==> src/rtl/me_frame_loader.sv <==
// Loads ref/cur pixel memories of the motion-estimation engine from a byte stream, then runs the
// go/done handshake and returns the motion vector (or a timeout error) on a valid/ready port.
module me_frame_loader #(
  parameter int unsigned REF_WORDS = 128,
  parameter int unsigned CUR_WORDS = 32,
  parameter int unsigned TIMEOUT   = 65535
) (
  input  logic        clk,
  input  logic        reset,
  input  logic        start,
  input  logic [3:0]  r_cfg,
  input  logic [7:0]  s_data,
  input  logic        s_valid,
  output logic        s_ready,
  output logic [6:0]  address_write_ref,
  output logic [63:0] data_write_ref,
  output logic        write_enable_ref,
  output logic [4:0]  address_write_cur,
  output logic [63:0] data_write_cur,
  output logic        write_enable_cur,
  output logic [3:0]  r,
  output logic        go,
  input  logic        done,
  input  logic [7:0]  m_i,
  input  logic [7:0]  m_j,
  output logic        res_valid,
  input  logic        res_ready,
  output logic [7:0]  res_i,
  output logic [7:0]  res_j,
  output logic        res_err,
  output logic        busy
);

  typedef enum logic [2:0] {
    StIdle, StLoadRef, StLoadCur, StWrLast, StGo, StWait, StResult
  } state_e;

  localparam logic [6:0]  RefLast  = 7'(REF_WORDS - 1);
  localparam logic [6:0]  CurLast  = 7'(CUR_WORDS - 1);
  localparam logic [15:0] WaitLast = 16'(TIMEOUT - 1);

  state_e      state;
  logic [2:0]  byte_cnt;
  logic [6:0]  word_cnt;
  logic [55:0] pack;
  logic [15:0] wait_cnt;
  logic        accept;
  logic [63:0] word_full;

  assign s_ready   = (state == StLoadRef) || (state == StLoadCur);
  assign busy      = (state != StIdle);
  assign accept    = s_valid && s_ready;
  // Earliest byte ends up in [63:56] after eight shifts.
  assign word_full = {pack, s_data};

  always_ff @(posedge clk or posedge reset) begin
    if (reset) begin
      state             <= StIdle;
      byte_cnt          <= 3'd0;
      word_cnt          <= 7'd0;
      pack              <= 56'd0;
      wait_cnt          <= 16'd0;
      address_write_ref <= 7'd0;
      data_write_ref    <= 64'd0;
      write_enable_ref  <= 1'b0;
      address_write_cur <= 5'd0;
      data_write_cur    <= 64'd0;
      write_enable_cur  <= 1'b0;
      r                 <= 4'd0;
      go                <= 1'b0;
      res_valid         <= 1'b0;
      res_i             <= 8'd0;
      res_j             <= 8'd0;
      res_err           <= 1'b0;
    end else begin
      write_enable_ref <= 1'b0;
      write_enable_cur <= 1'b0;
      go               <= 1'b0;
      case (state)
        StIdle: begin
          if (start) begin
            r        <= r_cfg;
            byte_cnt <= 3'd0;
            word_cnt <= 7'd0;
            state    <= StLoadRef;
          end
        end
        StLoadRef: begin
          if (accept) begin
            pack     <= word_full[55:0];
            byte_cnt <= byte_cnt + 3'd1;
            if (byte_cnt == 3'd7) begin
              write_enable_ref  <= 1'b1;
              address_write_ref <= word_cnt;
              data_write_ref    <= word_full;
              if (word_cnt == RefLast) begin
                word_cnt <= 7'd0;
                state    <= StLoadCur;
              end else begin
                word_cnt <= word_cnt + 7'd1;
              end
            end
          end
        end
        StLoadCur: begin
          if (accept) begin
            pack     <= word_full[55:0];
            byte_cnt <= byte_cnt + 3'd1;
            if (byte_cnt == 3'd7) begin
              write_enable_cur  <= 1'b1;
              address_write_cur <= word_cnt[4:0];
              data_write_cur    <= word_full;
              if (word_cnt == CurLast) begin
                word_cnt <= 7'd0;
                state    <= StWrLast;
              end else begin
                word_cnt <= word_cnt + 7'd1;
              end
            end
          end
        end
        StWrLast: begin
          go    <= 1'b1;
          state <= StGo;
        end
        StGo: begin
          wait_cnt <= 16'd0;
          state    <= StWait;
        end
        StWait: begin
          // done takes priority over a timeout in the same cycle.
          if (done) begin
            res_i     <= m_i;
            res_j     <= m_j;
            res_err   <= 1'b0;
            res_valid <= 1'b1;
            state     <= StResult;
          end else if (wait_cnt == WaitLast) begin
            res_i     <= 8'd0;
            res_j     <= 8'd0;
            res_err   <= 1'b1;
            res_valid <= 1'b1;
            state     <= StResult;
          end else begin
            wait_cnt <= wait_cnt + 16'd1;
          end
        end
        StResult: begin
          if (res_ready) begin
            res_valid <= 1'b0;
            state     <= StIdle;
          end
        end
        default: state <= StIdle;
      endcase
    end
  end

endmodule
==> config.mk <==
export PLATFORM = sky130hd
export DESIGN_NAME = me_frame_loader
export DESIGN_NICKNAME = d
export VERILOG_FILES = /design/src/rtl/me_frame_loader.sv
export SDC_FILE = /design/constraint.sdc
export NUM_CORES = 1
export LEC_CHECK = 0
export CAP_MARGIN = 20
export CORE_MARGIN = 2
export CORE_UTILIZATION = 30
export DETAILED_ROUTE_END_ITERATION = 6
export PLACE_DENSITY = 0.59
export RECOVER_POWER = 50
export SKIP_LAST_GASP = 1
export SLEW_MARGIN = 5
export SYNTH_ARGS = -nofsm -noshare
export SYNTH_HDL_FRONTEND = slang
export SYNTH_SLANG_ARGS = --single-unit
==> constraint.sdc <==
create_clock -name clk -period 9 [get_ports clk]
set_clock_uncertainty 0.15 [all_clocks]
set_input_delay 2.7 -clock clk [delete_from_list [all_inputs] [get_ports clk]]
set_output_delay 2.7 -clock clk [all_outputs]
set_load 0.05 [all_outputs]
# == Yosys cells after proc, flatten, opt, wreduce, memory -nomap -nowiden ==
# Cells that the tools add are included.
# Widths: inputs -> output; s select.
# totals
regBits,250
inputBits,34
output_inout_bits,167
word_cells,100
# op_classes
add_sub_neg,3
eq_ne,22
muxes,38
reduce_logical,20
# ops
cell,n
$mux 7,7
$mux 3,12
$mux 16,2
$pmux 16 s2,1
$mux 8,3
$pmux 3 s7,1
$pmux 7 s3,1
$add 16x1->16 const B,1
$eq 16x16->1 const B,1
$reduce_and 3->1,5
$eq 3x3->1 const B,4
$ne 2x2->1 const B,6
$ne 2x1->1 const B,5
$mux 1,9
$reduce_and 9->1,1
$reduce_bool 2->1,4
$add 7x1->7 const B,1
$eq 7x5->1 const B,1
$eq 7x7->1 const B,1
$eq 3x2->1 const B,2
$pmux 3 s2,1
$reduce_and 2->1,3
$reduce_and 6->1,1
$reduce_bool 3->1,2
8 further kinds,8

# == Depth between registers and ports, before layout ==
# Gate-level depths: netlist (run 1).
# logic_depth
word_depth,5
ltp_mapped,8
mapped_depth_nobuf,7

# == Worst setup path after synthesis (run 1) ==
# Ideal clock, no wire load.
# synth_timing
path_kind,input -> register
start,in done
end,reg wait_cnt[5]
setup_time_ps,64
arrival_ps,3771
required_ps,8786
path_slack_ps,5014
stages,5
path_buffers,0
cell_sequence,inv_1 -> o41ai_4 -> or4_2 -> o21ai_0 -> a22o_2
# synth_via
elab_chain_len,2
# synth_rtl
item,line_no,rtl
"start, declared",23,"input logic done,"
$ne 2x2->1 (no line),--,
$reduce_and 3->1 (no line),--,
"end signal, assigned",145,wait_cnt <= wait_cnt + 16'd1;
"end, declared",46,logic [15:0] wait_cnt;
# No other way between the ends.
# A chain may end at the register's enable or synchronous reset.

# == Worst setup path in the final report (run 1) ==
# layout_timing
start,reg state[0]
end,out s_ready
# layout_via
elab_chain_len,2
elab_cells_between_ends,3
classes_between,2 x eq/ne; 1 x reduce/logical
# layout_rtl
item,line_no,rtl
"start, declared",42,state_e state;
"start signal, assigned",58,state <= StIdle;
"start signal, assigned",85,state <= StLoadRef;
"start signal, assigned",98,state <= StLoadCur;
$eq 3x1->1 or $eq 3x2->1 (tied branches),50,assign s_ready = (state == StLoadRef) || (state == StLoadCur);
$logic_or 1x1->1 *,50,
"end, declared",14,"output logic s_ready,"
# Mark *: on every way between the ends. The rest lies on a longest branch, timed or not.

==> impl_metrics.json, run 1 <==
{
  "run_status": "complete, but fails checks",
  "violations": "capacitance limit, slew limit",
  "cts_buffers": 28,
  "met2_length_um": 10500,
  "max_slew_margin": -0.869,
  "internal-power_mw": 2.60,
  "max_cap_viol_count": 3,
  "ys_ff_latch": 250,
  "dr.max_layer_used": "met4",
  "grt_pass1_wl_um": 37900,
  "rr_endpoint": "pack[2]",
  "worstSetupEndpointType": "output pin",
  "synth_seq_area_share": 0.624,
  "antenna_found_initial": 0,
  "placed_cells": 1295,
  "synthesis.area_um2": 10000,
  "synth_edf_count": 0,
  "clock_power_share": 0.317,
  "first_pass_iters": 4,
  "min_period_ps": 5780,
  "die-area_um2": 34900,
  "die_h_um": 187,
  "portBuffers": 200,
  "wl_per_cell_um": 17.3,
  "cp_max_fo": 27,
  "syn_nets": 720,
  "p_switching_mw": 1.35,
  "required_ps": 6150,
  "power.density_nw_per_um2": 294,
  "synth_simple_gate_area_frac": 0.0621,
  "totalNegativeSetupSlack_ps": 0,
  "grt_usage": 0.133,
  "r2r-start": "state[0]",
  "rows": 66,
  "h-tree-depth": 1,
  "synth_ff_type": "dfrtp_1",
  "synth_top_area_share": 0.624,
  "synth_cell_types": 50,
  "max_freq_mhz": 173,
  "yosysWarnings": 0,
  "hold-path-cell-count": 1,
  "synth_compound_area_frac": 0.0503,
  "cts_resized": 0,
  "syn2layout_area_growth_pct": 34.1,
  "switching_share": 0.342,
  "final_cells": 1348,
  "clockBufferDepth": 3,
  "drt_iter0_drc": 201,
  "worst-r2r-setup-slack_ps": 4670,
  "antenna_left": 0,
  "avgSynthCellArea_um2": 14.7,
  "clk_pin_slew_ps": 60,
  "netlist.top_cell.by_area": "dfrtp_1",
  "initial_core_util": 0.307,
  "hold_viol_final": 0,
  "cts_setup_buffers": 0,
  "rr_worst_depth": 5,
  "ios": 201,
  "min_to": "byte_cnt[0]",
  "place_hpwl_um": 14900,
  "synth_xor_area_frac": 0.00436,
  "max_slew.worst_pin.slew_ps": 2800,
  "cts_sinks": 250,
  "cts_tree": "yes",
  "synth_most_common_cell": "dfrtp_1",
  "clk_latency_ps": 540,
  "synthMuxAreaShare": 0.227,
  "min_period_over_period": 0.642,
  "holdCritStartpoint": "byte_cnt[0]",
  "via_per_inst": 4.61,
  "async_flop_share": 1.00,
  "die_w_um": 187,
  "p_leak_nw": 5.92,
  "hold_path.class": "flop to flop",
  "crit_arrival_ps": 2930,
  "startpoint_type": "flop",
  "dr_wl_met3_um": 1820,
  "maxSlewViolCount": 109,
  "grt_pass1_vias": 6525,
  "pwr-share-comb": 0.300,
  "core_um2": 32700,
  "finalWirelength_um": 23300,
  "diodes": 0,
  "fin_nets": 925,
  "synth_top_family_by_area": "multiplexers",
  "seqPwrFrac": 0.383,
  "peakVddDrop_v": 0.000174,
  "timing_worst_setup_path_type": "flop to output pin",
  "synth_area_leaders": "dfrtp_1 (62%), mux2_2 (22%), a22o_1 (1.0%), nand3_1 (0.90%), o21ai_0 (0.90%)",
  "grt_start_max_net_pins": 127,
  "drc_errors": 0,
  "route.layer.met1.wl_um": 10600,
  "finalSetupViolCount": 0,
  "rsz0062_at_grt": "false",
  "cts_hold_buf": 0,
  "netlist_instances": 681,
  "synthAdderAreaFrac": 0.00624,
  "routabilityCongestion": 0.738,
  "dr_total_vias": 6213,
  "drive_gt1_frac": 0.294,
  "synth_common_cells": "dfrtp_1 (250), mux2_2 (194), nand2_1 (20), nor2_1 (19)",
  "cts_root_buffer": "clkbuf_16",
  "grt_overflow": 0
}
## registers in the layout, indices dropped and copies added, names as in the netlist
name               count
data_write_cur        64
data_write_ref        64
pack                  56
wait_cnt              16
res_i                  8
res_j                  8
address_write_ref      7
word_cnt               7
address_write_cur      5
r                      4
byte_cnt               3
state                  3
go                     1
res_err                1
res_valid              1
write_enable_cur       1
write_enable_ref       1
## per-layer routing
metal	track usage	vias up
li1	-	2864
met1	0.177	3163
met2	0.209	159
met3	0.0467	27
met4	0.0302	0
met5	0	-
## critical path, cell delays in order, from the launching register on
cell             delay, ps
dfrtp_1                870
nand2b_1               230
a21o_1                 290
inv_2                  150
clkdlybuf4s50_1        860
## power groups by stage
| stage | Clock (mW) | Combinational (mW) | Sequential [mW] |
|---|---|---|---|
| after detailed placement | 0 | 1.20 | 1.54 |
| after global routing | 1.34 | 1.24 | 1.55 |
| after floorplan | 0 | 0.260 | 2.03 |
| after global placement | 0 | 1.19 | 1.53 |
| final | 1.25 | 1.19 | 1.52 |
| after CTS | 1.30 | 1.20 | 1.52 |
## metrics by stage
step	worst slack, ps	hold slack [ps]	power [mW]	utilization	instance area (um^2)
after CTS	3060	336	4.02	0.412	13500
final	3220	335	3.95	0.411	13500
after global placement	3300	318	2.72	0.381	12500
after global routing	3060	356	4.13	0.411	13500
after detailed placement	3250	325	2.74	0.381	12500
after floorplan	2860	307	2.29	-	10000
## final cells by class
| class | instances | area [um^2] |
|---|---|---|
| Fill cell | 3104 | 19300 |
| Sequential cell | 250 | 6260 |
| Multi-Input combinational cell | 387 | 3480 |
| Timing Repair Buffer | 207 | 2090 |
| Clock buffer | 42 | 823 |
| Tap cell | 442 | 553 |
| Clock inverter | 8 | 204 |
| Inverter | 12 | 46.3 |
## how the worst max path moves through the flow
stage,start,to,slack [ps],cells after the start
6_report,state[0],s_ready,3220,4
5_1_grt,state[0],s_ready,3060,4
4_1_cts,state[0],s_ready,3060,4
3_5_place_dp,s_valid,data_write_ref[61],3250,5
3_3_place_gp,s_valid,data_write_ref[33],3300,5
2_1_floorplan,reset,address_write_cur[0],2860,1
## cell families after synthesis
kind of cell	Yosys count
AO/OA/AOI/OAI	67
XOR/XNOR	5
adder cells (fa/ha/maj)	5
buffers and inverters	44
flip-flops	250
multiplexers	203
AND/OR/NAND/NOR	107
## cells in the final DEF (no fill, tap or decap), types with 2 or more instances in the layout
cell / synthesis / routed
a211o_1: 3 / 3
a21o_1: 3 / 3
a21oi_1: 7 / 7
a22o_1: 12 / 12
a22o_2: 7 / 7
a31oi_1: 2 / 2
and3_1: 3 / 3
buf_12: 0 / 3
buf_4: 1 / 3
bufinv_16: 0 / 6
clkbuf_1: 4 / 8
clkbuf_16: 0 / 28
clkbuf_8: 1 / 7
clkdlybuf4s50_1: 0 / 195
dfrtp_1: 250 / 250
dlygate4sd3_1: 0 / 5
ha_1: 5 / 5
inv_1: 11 / 10
mux2_1: 6 / 6
mux2_2: 194 / 194
mux2i_1: 3 / 3
nand2_1: 20 / 20
nand2b_1: 8 / 8
nand3_1: 18 / 19
nand4_1: 3 / 3
nand4_4: 2 / 2
nor2_1: 19 / 19
nor2b_1: 2 / 2
nor3_1: 4 / 5
nor4_1: 6 / 6
o211ai_1: 3 / 3
o21ai_0: 18 / 18
o311ai_0: 3 / 3
o31ai_1: 4 / 4
or2_2: 7 / 7
or3_1: 5 / 5
or4_2: 2 / 2
xnor2_1: 5 / 5
(Power assumes the default switching activity.)
==> run 2, diff against run 1 <==
==> constraint.sdc (replaced) <==
create_clock -name clk -period 5 [get_ports clk]
set_clock_uncertainty 0.15 [all_clocks]
set_input_delay 1.5 -clock clk [delete_from_list [all_inputs] [get_ports clk]]
set_output_delay 1.5 -clock clk [all_outputs]
set_load 0.05 [all_outputs]
==> run 2 against run 1 <==
The flow still finishes with violations (capacitance limit, slew limit). Via count barely moved. Sequential cell count did not move. Worst setup slack got worse by 2500 ps. Cell area fell by 0.60%. Critical path type unchanged. Highest routed layer unchanged.
==> impl_metrics.json, run 2 (synthesized netlist as in run 1, its figures left out) <==
{
  "run_status": "complete, but fails checks",
  "violations": "capacitance limit, slew limit",
  "required_ps": 3350,
  "dr.max_layer_used": "met4",
  "route.layer.met1.wl_um": 10100,
  "grt_usage": 0.132,
  "rr_worst_depth": 6,
  "rows": 66,
  "dr_total_vias": 6212,
  "max_stage_delay_ps": 860,
  "met2_length_um": 10400,
  "drive_gt1_frac": 0.298,
  "grt_start_max_net_pins": 95,
  "clk_latency_ps": 540,
  "hold-path-cell-count": 1,
  "worst-r2r-setup-slack_ps": 990,
  "clockBufferDepth": 3,
  "totalNegativeSetupSlack_ps": 0,
  "min_to": "data_write_ref[26]",
  "hold_path.class": "flop to flop",
  "crit_chain": "nand2b_1, a21o_1, inv_2, clkdlybuf4s50_1",
  "fin_nets": 928,
  "internal-power_mw": 4.52,
  "startpoint_type": "flop",
  "cts_buffers": 28,
  "die-area_um2": 34900,
  "syn2layout_area_growth_pct": 33.2,
  "clock_power_share": 0.303,
  "grt_overflow": 0,
  "grt_pass1_wl_um": 37600,
  "crit_arrival_ps": 2630,
  "finalSetupViolCount": 0,
  "maxSlewViolCount": 175,
  "die_w_um": 187,
  "cts_setup_buffers": 0,
  "critical_path.slowest_cell": "clkdlybuf4s50_1",
  "p_leak_nw": 5.88,
  "die_h_um": 187,
  "via_per_inst": 4.59,
  "switching_share": 0.351,
  "drt_iter0_drc": 230,
  "clk_pin_slew_ps": 60,
  "p_switching_mw": 2.45,
  "peakVddDrop_v": 0.000405,
  "cts_resized": 0,
  "drc_errors": 0,
  "reg_top3": "data_write_cur x64, data_write_ref x64, pack x56",
  "dr_wl_met3_um": 1760,
  "rsz0062_at_grt": "false",
  "antenna_left": 0,
  "rr_endpoint": "res_i[4]",
  "max_slew_margin": -0.515,
  "timing_worst_setup_path_type": "flop to output pin",
  "diodes": 0,
  "holdCritStartpoint": "data_write_ref[26]",
  "min_period_over_period": 0.857,
  "seqPwrFrac": 0.390,
  "worstSetupEndpointType": "output pin",
  "cts_tree": "yes",
  "r2r-start": "wait_cnt[0]",
  "fin_util": 0.409,
  "mostFrequentLayoutCell": "dfrtp_1",
  "cts_root_buffer": "clkbuf_16",
  "initial_core_util": 0.307,
  "hold_viol_final": 0,
  "min_period_ps": 4280,
  "ios": 201,
  "grt_pass1_vias": 6481,
  "cts_hold_buf": 0,
  "first_pass_iters": 4,
  "routabilityCongestion": 0.721,
  "antenna_found_initial": 0,
  "max_cap_viol_count": 4,
  "max_freq_mhz": 233,
  "wl_per_cell_um": 17.0,
  "finalWirelength_um": 23000,
  "h-tree-depth": 1,
  "pwr-share-comb": 0.306,
  "portBuffers": 200,
  "core_um2": 32700,
  "cp_max_fo": 16,
  "place_hpwl_um": 15100,
  "power.density_nw_per_um2": 522,
  "max_slew.worst_pin.slew_ps": 2270,
  "mostFrequentLayoutCells": "dfrtp_1 (250), clkdlybuf4s50_1 (195), mux2_2 (194)",
  "cts_sinks": 250
}
## run 2: cell count changes in the layout (fill, tap and decap cells not counted), moves of 2 or more
cell       previous run  this run
clkbuf_8              7         5
clkinv_2              0         4
clkinv_4              0         2
bufinv_16             6         3
clkbuf_2              0         2
buf_12                3         0
## run 2: how the worst max path moves through the flow
stage | start | to | slack [ps] | depth (start not counted)
after floorplan | reset | address_write_cur[0] | 60 | 1
after detailed placement | s_valid | data_write_cur[54] | 1260 | 5
after global routing | s_valid | data_write_ref[27] | 450 | 5
final | state[1] | s_ready | 720 | 4
after global placement | s_valid | data_write_cur[39] | 1280 | 5
after CTS | state[1] | s_ready | 680 | 4
## run 2: stage by stage
step	hold WS (ps)	worst slack [ps]	power (mW)	std cells	instance area [um^2]
after global placement	317	1280	4.90	1300	12500
after detailed placement	328	1260	4.93	1301	12500
after CTS	342	681	7.08	1352	13500
after global routing	361	453	7.29	1352	13400
final	338	716	6.97	1352	13400
after floorplan	307	62.3	4.12	681	10000
## run 2: critical path, delay by kind of cell, from the launching register on
| family | cells | cell delay [ps] |
|---|---|---|
| compound gates | 1 | 260 |
| buf+inv | 2 | 1010 |
| flops | 1 | 530 |
| simple gates | 1 | 290 |
## run 2: power by group through the flow
stage,clock network (mW),logic (mW),registers (mW)
after floorplan,0,0.469,3.65
after global placement,0,2.15,2.75
after detailed placement,0,2.17,2.76
after CTS,2.18,2.17,2.73
after global routing,2.27,2.23,2.79
final,2.11,2.14,2.72
## run 2: per-layer routing
| metal | vias to the layer above | global-route usage |
|---|---|---|
| li1 | 2871 | - |
| met1 | 3140 | 0.172 |
| met2 | 164 | 0.208 |
| met3 | 37 | 0.0458 |
| met4 | 0 | 0.0382 |
| met5 | - | 0 |
## run 2: final cells by class
cell class,count,area [um^2]
multi-input cells,387,3490
clock buffers,40,817
fillers,3118,19300
well taps,442,553
clock inverters,11,143
inverters,12,46.3
repair buffers,210,2060
flip-flops and latches,250,6260
